<file path="src/rtl/inst_fetch_unit.sv">
//==============================================================================
// inst_fetch_unit
//   Instruction fetch stage: address generation, one-cycle memory latency
//   absorption and a small prefetch FIFO with a valid/ready output handshake.
//   Optional feature macro: IFU_WRAP_STOP_EN (stop fetch at top address).
// Revision: 1.0
//==============================================================================
`default_nettype none

module inst_fetch_unit #(
    parameter int ADDR_W = 5,
    parameter int DATA_W = 16,
    parameter int DEPTH  = 4
) (
    input  logic                       clk,
    input  logic                       reset,
    output logic [ADDR_W-1:0]          mem_addr,
    output logic                       mem_rd_en,
    input  logic [DATA_W-1:0]          mem_q,
    output logic [DATA_W-1:0]          instr,
    output logic                       instr_valid,
    input  logic                       instr_ready,
    input  logic                       flush,
    input  logic [ADDR_W-1:0]          flush_addr,
    output logic [$clog2(DEPTH):0]     level,
    output logic                       prog_end
);

    localparam int                PTR_W   = $clog2(DEPTH);
    localparam int                CNT_W   = PTR_W + 1;
    localparam logic [CNT_W:0]    c_DEPTH = (CNT_W+1)'(DEPTH);
    localparam logic [ADDR_W-1:0] c_TOP   = {ADDR_W{1'b1}};

    logic [ADDR_W-1:0] r_pc;
    logic              r_inflight;
    logic [DATA_W-1:0] r_store [DEPTH];
    logic [PTR_W-1:0]  r_rd_ptr;
    logic [PTR_W-1:0]  r_wr_ptr;
    logic [CNT_W-1:0]  r_count;
    logic              r_prog_end;

    logic              w_pop;
    logic              w_push;
    logic              w_issue;
    logic [CNT_W:0]    w_need;
    logic [CNT_W:0]    w_limit;

    assign w_pop  = instr_valid && instr_ready;
    assign w_push = r_inflight;

    // A pop this cycle frees a slot, so the limit is raised by one instead
    // of subtracting from the occupancy (keeps the compare unsigned).
    assign w_need  = {1'b0, r_count} + {{CNT_W{1'b0}}, r_inflight};
    assign w_limit = c_DEPTH + {{CNT_W{1'b0}}, w_pop};
    assign w_issue = !reset && !flush && !r_prog_end && (w_need < w_limit);

    assign mem_addr    = r_pc;
    assign mem_rd_en   = w_issue;
    assign instr       = r_store[r_rd_ptr];
    assign instr_valid = (r_count != '0);
    assign level       = r_count;
    assign prog_end    = r_prog_end;

    always_ff @(posedge clk or posedge reset) begin
        if (reset) begin
            r_pc       <= '0;
            r_inflight <= 1'b0;
        end else if (flush) begin
            r_pc       <= flush_addr;
            r_inflight <= 1'b0;
        end else begin
            r_inflight <= w_issue;
            if (w_issue) begin
`ifdef IFU_WRAP_STOP_EN
                if (r_pc != c_TOP) begin
                    r_pc <= r_pc + ADDR_W'(1);
                end
`else
                r_pc <= r_pc + ADDR_W'(1);
`endif
            end
        end
    end

`ifdef IFU_WRAP_STOP_EN
    always_ff @(posedge clk or posedge reset) begin
        if (reset) begin
            r_prog_end <= 1'b0;
        end else if (flush) begin
            r_prog_end <= 1'b0;
        end else if (w_issue && (r_pc == c_TOP)) begin
            r_prog_end <= 1'b1;
        end
    end
`else
    always_ff @(posedge clk or posedge reset) begin
        if (reset) begin
            r_prog_end <= 1'b0;
        end else begin
            r_prog_end <= 1'b0;
        end
    end
`endif

    always_ff @(posedge clk or posedge reset) begin
        if (reset) begin
            r_rd_ptr <= '0;
            r_wr_ptr <= '0;
            r_count  <= '0;
        end else if (flush) begin
            r_rd_ptr <= '0;
            r_wr_ptr <= '0;
            r_count  <= '0;
        end else begin
            if (w_pop) begin
                r_rd_ptr <= r_rd_ptr + PTR_W'(1);
            end
            if (w_push) begin
                r_wr_ptr <= r_wr_ptr + PTR_W'(1);
            end
            r_count <= r_count + CNT_W'(w_push) - CNT_W'(w_pop);
        end
    end

    // Storage is cleared on reset so instr reads zero until the first capture.
    always_ff @(posedge clk or posedge reset) begin
        if (reset) begin
            for (int i = 0; i < DEPTH; i++) begin
                r_store[i] <= '0;
            end
        end else if (!flush && w_push) begin
            r_store[r_wr_ptr] <= mem_q;
        end
    end

endmodule

`default_nettype wire

</file>
<file path="config.mk">
export PLATFORM = sky130hd
export DESIGN_NAME = inst_fetch_unit
export DESIGN_NICKNAME = d
export VERILOG_FILES = /design/src/rtl/inst_fetch_unit.sv
export SDC_FILE = /design/constraint.sdc
export NUM_CORES = 1
export LEC_CHECK = 0
export ABC_AREA = 1
export CORE_MARGIN = 2
export CORE_UTILIZATION = 25
export CTS_CLUSTER_SIZE = 24
export DETAILED_ROUTE_END_ITERATION = 7
export GPL_TIMING_DRIVEN = 0
export PLACE_DENSITY = 0.53
export REMOVE_ABC_BUFFERS = 1
export SLEW_MARGIN = 15
export SYNTH_ARGS = -nofsm -noshare
export SYNTH_HDL_FRONTEND = slang
export SYNTH_SLANG_ARGS = --single-unit
</file>
<file path="constraint.sdc">
create_clock -name clk -period 3.6 [get_ports clk]
set_input_delay 0.54 -clock clk [delete_from_list [all_inputs] [get_ports clk]]
set_output_delay 0.54 -clock clk [all_outputs]
set_load 0.03 [all_outputs]
</file>
* After elaboration in Yosys (flattened, before gate mapping)
Cells that the tools add are included.
** Storage, ports and cells
- Flip-flop bits (word level) :: 77
- Output and inout bits :: 27
- Word-level logic and storage cells :: 47
** Cells by class
- Add/subtract/negate cells :: 7
- $lt $le $gt $ge :: 4
- Muxes and demuxes :: 14
- Bitwise logic cells :: 2
- Reductions and logical operators :: 11
** Operators by type and width (count)
- bitwise mux 64 bit :: 1
- two-way mux 16 bit :: 3
- binary-select mux 16 bit (select 2 bit) :: 1
- demux 16 bit (select 2 bit) :: 1
- two-way mux 5 bit :: 2
- two-way mux 2 bit :: 4
- greater-or-equal comparator 3 bit, second input constant :: 2
- inverter 2 -> 3 bit :: 2
- nonzero test 2 bit :: 3
- adder 5 x 1 -> 5 bit, second input constant :: 1
- logical AND 1 bit :: 5
- adder 2 x 1 -> 2 bit, second input constant :: 2
- adder 3 x 1 -> 4 bit :: 1
- adder 3 x 1 -> 4 bit, first input constant :: 1
- < comparator 4 bit :: 1
- adder 3 x 1 -> 3 bit :: 1
- < comparator 3 x 1 -> 1 bit, second input constant :: 1
- two-way mux 3 bit :: 1
- nonzero test 3 bit :: 1
- subtractor 3 x 1 -> 3 bit :: 1
- logical NOT 1 bit :: 2
- two-way mux 1 bit :: 1

* Longest topological paths before layout
- Word-level depth :: 7
- Mapped depth :: 9

* Worst setup path after synthesis
No wires, ideal clock.
- Path kind :: input to output
- Start point :: input port reset
- End point :: output port mem_rd_en
- Arrival :: 2.732 ns
- Required time :: 3.060 ns
- Slack :: 0.328 ns
- Stages on the path :: 5
- Path through :: inv_1 > nand3_2 > inv_2 > nand2_4 > inv_1
** Between the ends
- Longest elaborated chain between the ends :: 3
** Ends and longest elaborated chain
- from (decl) :: RTL line 16 : input logic reset,
- logical NOT 1 bit (no source line)
- logical AND 1 bit (2 in a row) :: RTL line 55 : assign w_issue = !reset && !flush && !r_prog_end && (w_need < w_limit);
- to (decl) :: RTL line 18 : output logic mem_rd_en,
No other way between the ends.

* Final worst setup path
- Start point :: register r_rd_ptr[1]
- End point :: output port instr[2]
** Between the ends
- Longest elaborated chain between the ends :: 4
** Ends and longest elaborated chain
- from (decl) :: RTL line 37 : logic [PTR_W-1:0] r_rd_ptr;
- from (signal assigned) :: RTL line 116 : r_rd_ptr <= r_rd_ptr + PTR_W'(1);
- inverter 2 -> 3 bit (not written as such) :: RTL line 59 : assign instr = r_store[r_rd_ptr];
- binary-select mux 16 bit (select 2 bit) :: RTL line 59
- two-way mux 16 bit (not written as such) (2 in a row) :: RTL line 59
- to (decl) :: RTL line 20 : output logic [DATA_W-1:0] instr,
No other way between the ends. The select of a mux whose other input is x is not followed.

==> results_tabular.tex <==
\begin{tabular}{lr}
\hline
Metric & Value \\
\hline
\multicolumn{2}{l}{\textbf{Synthesis}} \\
Most used flip-flop cell after synthesis & sky130\_fd\_sc\_hd\_\_dfrtp\_1 \\
Top cells by instance count after synthesis & sky130\_fd\_sc\_hd\_\_nand2\_1 (90), sky130\_fd\_sc\_hd\_\_dfrtp\_1 (77), sky130\_fd\_sc\_hd\_\_nor2\_1 (40) \\
Library cell with the largest summed area after synthesis & sky130\_fd\_sc\_hd\_\_dfrtp\_1 \\
Distinct cell type count of the synthesized netlist & 25 \\
Cells taking the most area after synthesis & sky130\_fd\_sc\_hd\_\_dfrtp\_1 (50\%), sky130\_fd\_sc\_hd\_\_nand2\_1 (8.8\%), sky130\_fd\_sc\_hd\_\_o21ai\_2 (8.3\%), sky130\_fd\_sc\_hd\_\_o21ai\_0 (5.1\%), sky130\_fd\_sc\_hd\_\_nor2\_1 (3.9\%) \\
Synth Warn \# & 0 \\
Number of instances in the synthesized netlist & around 420 \\
Share of synthesized area occupied by flip-flops and latches & around 50\% \\
Synthesized area per cell & between 9 and 10 sq um \\
FF+latch count, synth & 77 \\
Combined area of all synthesized cells & 3820 sq um \\
Fraction of synthesized cell area taken by the top area cell type & approximately half \\
Proportion of register bits with asynchronous set or reset after synthesis & 100\% \\
Count of flip-flops with a built-in enable after synthesis & 0 \\
Most used standard cell by instance count after synthesis & sky130\_fd\_sc\_hd\_\_nand2\_1 \\
\multicolumn{2}{l}{\textbf{Clocking}} \\
TritonCTS clock tree & done \\
Clock Latency Late Sink & between 0.3 and 0.4 ns \\
Number of clock buffers inserted by TritonCTS & 9 \\
Setup fix buffers added after clock tree synthesis & 0 \\
Post-cts repair resize count & 1 \\
Root Buffer Master & sky130\_fd\_sc\_hd\_\_clkbuf\_16 \\
Num Clock Sinks & 77 \\
Maximum count of clock buffers along a single path & 2 \\
CTS H-tree depth & 3 \\
Post-cts hold buffer count & 0 \\
Clock transition time at the flip-flop clock pins of the worst setup and hold paths & $\sim$0.060 ns \\
\multicolumn{2}{l}{\textbf{Flow run}} \\
Total of max-cap violations & 0 \\
\multicolumn{2}{l}{\textbf{Place}} \\
Final Wtd Congestion & around 0.8 \\
Inst Count DP & $\sim$630 \\
Estimated wirelength of the detail-placed design & about 5400 um \\
Setup WS pre-CTS & $\sim$0.28 ns \\
Number of buffers inserted by port buffering & 50 \\
\multicolumn{2}{l}{\textbf{Setup path}} \\
Stage delay of the slowest cell on the critical path & about 0.72 ns \\
Peak fanout along the critical path & 17 \\
Arrival @ worst endpoint & 2.77 ns \\
Critical Path RT & just over 3 ns \\
Worst path cell trace & inv\_1, o21ai\_0, o22ai\_1, clkdlybuf4s50\_1 \\
Critical Path End Type & primary output \\
R2R cell count & 9 \\
Path type of the worst setup path & register to primary output \\
Worst-path cell with the longest stage delay & sky130\_fd\_sc\_hd\_\_clkdlybuf4s50\_1 \\
Startpoint kind of the worst setup timing path & register \\
\multicolumn{2}{l}{\textbf{Power}} \\
Net switching power figure & 1.40 mW \\
Areal power density over the cells & $\sim$800 nW/um\^{}2 \\
Internal & between 2 and 2.5 mW \\
Worst voltage drop across the vdd grid & $\sim$0.35 mV \\
Sequential fraction of design power & about a third \\
Clock power share & between 20\% and 30\% \\
Pleak & between 2 and 2.5 nW \\
Proportion of total power due to net switching & a little under two fifths \\
Combinational share of power & between 30\% and 40\% \\
\multicolumn{2}{l}{\textbf{GRT}} \\
Grt ovf & 0 \\
GRT Overall Usage & a little under an eighth \\
Pin count of the biggest net entering global routing & just under 50 \\
Initial antenna violation count & 0 \\
Via count of the first global-routing pass & 2886 \\
Wire length of the first global-routing pass & about 15000 um \\
\multicolumn{2}{l}{\textbf{Timing}} \\
Least setup slack across all paths after layout & between 0.2 and 0.3 ns \\
Final worst path period share & 92.0\% \\
Slew margin rel. & 54.6\% \\
Fmax & 302 MHz \\
Hold Slack & $\sim$0.48 ns \\
Final setup violation count & 0 \\
Final number of max-transition violations & 0 \\
Hold violation total from the final report & 0 \\
Final critical-path required period & around 3.3 ns \\
Measured slew at the worst slew-check pin & 0.680 ns \\
Setup repair after global routing missed its margin & false \\
Worst clock skew & just under 0.006 ns \\
\multicolumn{2}{l}{\textbf{Drt}} \\
Avg Vias per Cell & between 4 and 5 \\
Total number of vias & $\sim$2900 \\
Iter 0 DRT Violations & roughly 210 \\
Average routed wire per standard cell & 13.6 um \\
Overall routed net length & $\sim$8800 um \\
Number of search-and-repair iterations in the first detailed-routing pass & 4 \\
\# DRC & 0 \\
Antenna-violating nets left & 0 \\
\multicolumn{2}{l}{\textbf{Finish}} \\
Final standard cell count with taps included and fillers excluded & 650 \\
Layout overhead on the synthesized area & 23.9\% \\
Number of nets in the final layout & 492 \\
Share of cells above drive strength 1 & approximately 14\% \\
Count of antenna diodes in the layout & 0 \\
\multicolumn{2}{l}{\textbf{Die}} \\
Number of placement rows & 45 \\
Y dimension of the die & approximately 130 um \\
Top-level port count & 52 \\
Full die area & between 15000 and 20000 sq um \\
X dimension of the die & roughly 130 um \\
Core box area & about 15000 sq um \\
Starting utilization of the core area & about 25\% \\
\multicolumn{2}{l}{\textbf{Status}} \\
Outcome & finished, final reports clean \\
\multicolumn{2}{l}{\textbf{Hold path}} \\
Hold/Removal Path Class & register to register \\
Count of cells along the worst hold path & 2 \\
\hline
\end{tabular}
==> per-stage QoR <==
step | setup TNS (ns) | util [%] | cell area [sq um] | total power, mW
after floorplan | 0 | - | 3620 | 2.20
after global placement | -20.23 | 28.9 | 4360 | 2.74
after detailed placement | 0 | 29.1 | 4390 | 2.78
after CTS | 0 | 31.3 | 4730 | 3.83
after global routing | 0 | 31.3 | 4730 | 4.02
final | 0 | 31.3 | 4730 | 3.78
==> layer usage <==
layer / part of all wire [%] / wire (um) / GRT usage [%]
met1: 46 / 4020 / 14.7
met2: 47 / 4180 / 18.6
met3: 6.6 / 582 / 4.31
met4: 0.45 / 40 / 2.52
met5: 0 / 0 / 0
==> critical path, delay by kind of cell, from the launching register on <==
family,cells,cell delay [ns]
compound gates,2,0.45
buf+inv,2,1.35
flops,1,0.62
==> layout make-up <==
type	count	area (sq um)
Fill cell	1596	10400
Tap cell	188	235
Inverter	33	126
Multi-Input combinational cell	285	1570
Sequential cell	77	1930
Clock inverter	5	108
Timing Repair Buffer	51	528
Clock buffer	11	233
==> placed cells by master (no fill, tap or decap), types with 2 or more instances in the layout <==
cell type / n
sky130_fd_sc_hd__a21oi_1: 2
sky130_fd_sc_hd__bufinv_16: 3
sky130_fd_sc_hd__clkbuf_1: 2
sky130_fd_sc_hd__clkbuf_16: 9
sky130_fd_sc_hd__clkdlybuf4s50_1: 50
sky130_fd_sc_hd__dfrtp_1: 76
sky130_fd_sc_hd__ha_1: 9
sky130_fd_sc_hd__inv_1: 28
sky130_fd_sc_hd__inv_2: 4
sky130_fd_sc_hd__nand2_1: 90
sky130_fd_sc_hd__nand2_4: 6
sky130_fd_sc_hd__nand3_1: 9
sky130_fd_sc_hd__nor2_1: 40
sky130_fd_sc_hd__o21ai_0: 39
sky130_fd_sc_hd__o21ai_1: 29
sky130_fd_sc_hd__o21ai_2: 36
sky130_fd_sc_hd__o22ai_1: 16
sky130_fd_sc_hd__xor2_1: 3
==> path summary, 6_finish.rpt <==
path / startpoint / endpoint / slack (ns)
setup / recovery: r_rd_ptr[1] / instr[2] / 0.29
hold / removal: r_store[27] / r_store[27] / 0.48
setup reg to reg: level[1] / level[2] / 1.65
hold reg to reg: r_store[27] / r_store[27] / 0.48
max in group asynchronous: reset / r_store[58] / 2.45
min in group asynchronous: reset / level[2] / 0.57
==> power by group through the flow <==
| stage | clock network, mW | registers, mW | logic (mW) |
|---|---|---|---|
| floorplan | 0 | 1.29 | 0.906 |
| global placement | 0 | 1.29 | 1.45 |
| detailed placement | 0 | 1.30 | 1.48 |
| CTS | 1.07 | 1.29 | 1.48 |
| global route | 1.11 | 1.32 | 1.59 |
| finish | 1.03 | 1.29 | 1.46 |
==> registers in the layout (all words and copies together), names as in the netlist <==
register    flops
r_inflight      1
mem_addr        5
r_wr_ptr        2
r_store        64
r_rd_ptr        2
level           3
==> cells by family (layout without fill, tap and decap cells) <==
group	Yosys count	count (layout)	share of synthesized area (%)
compound gates	123	123	20.2
xor+xnor	3	3	0.688
fa+ha+maj	10	10	3.47
buf+inv	56	100	8.39
flops	77	77	50.5
other cells	1	1	0.0982
simple gates	148	148	16.6
(Power assumes the default switching activity.)
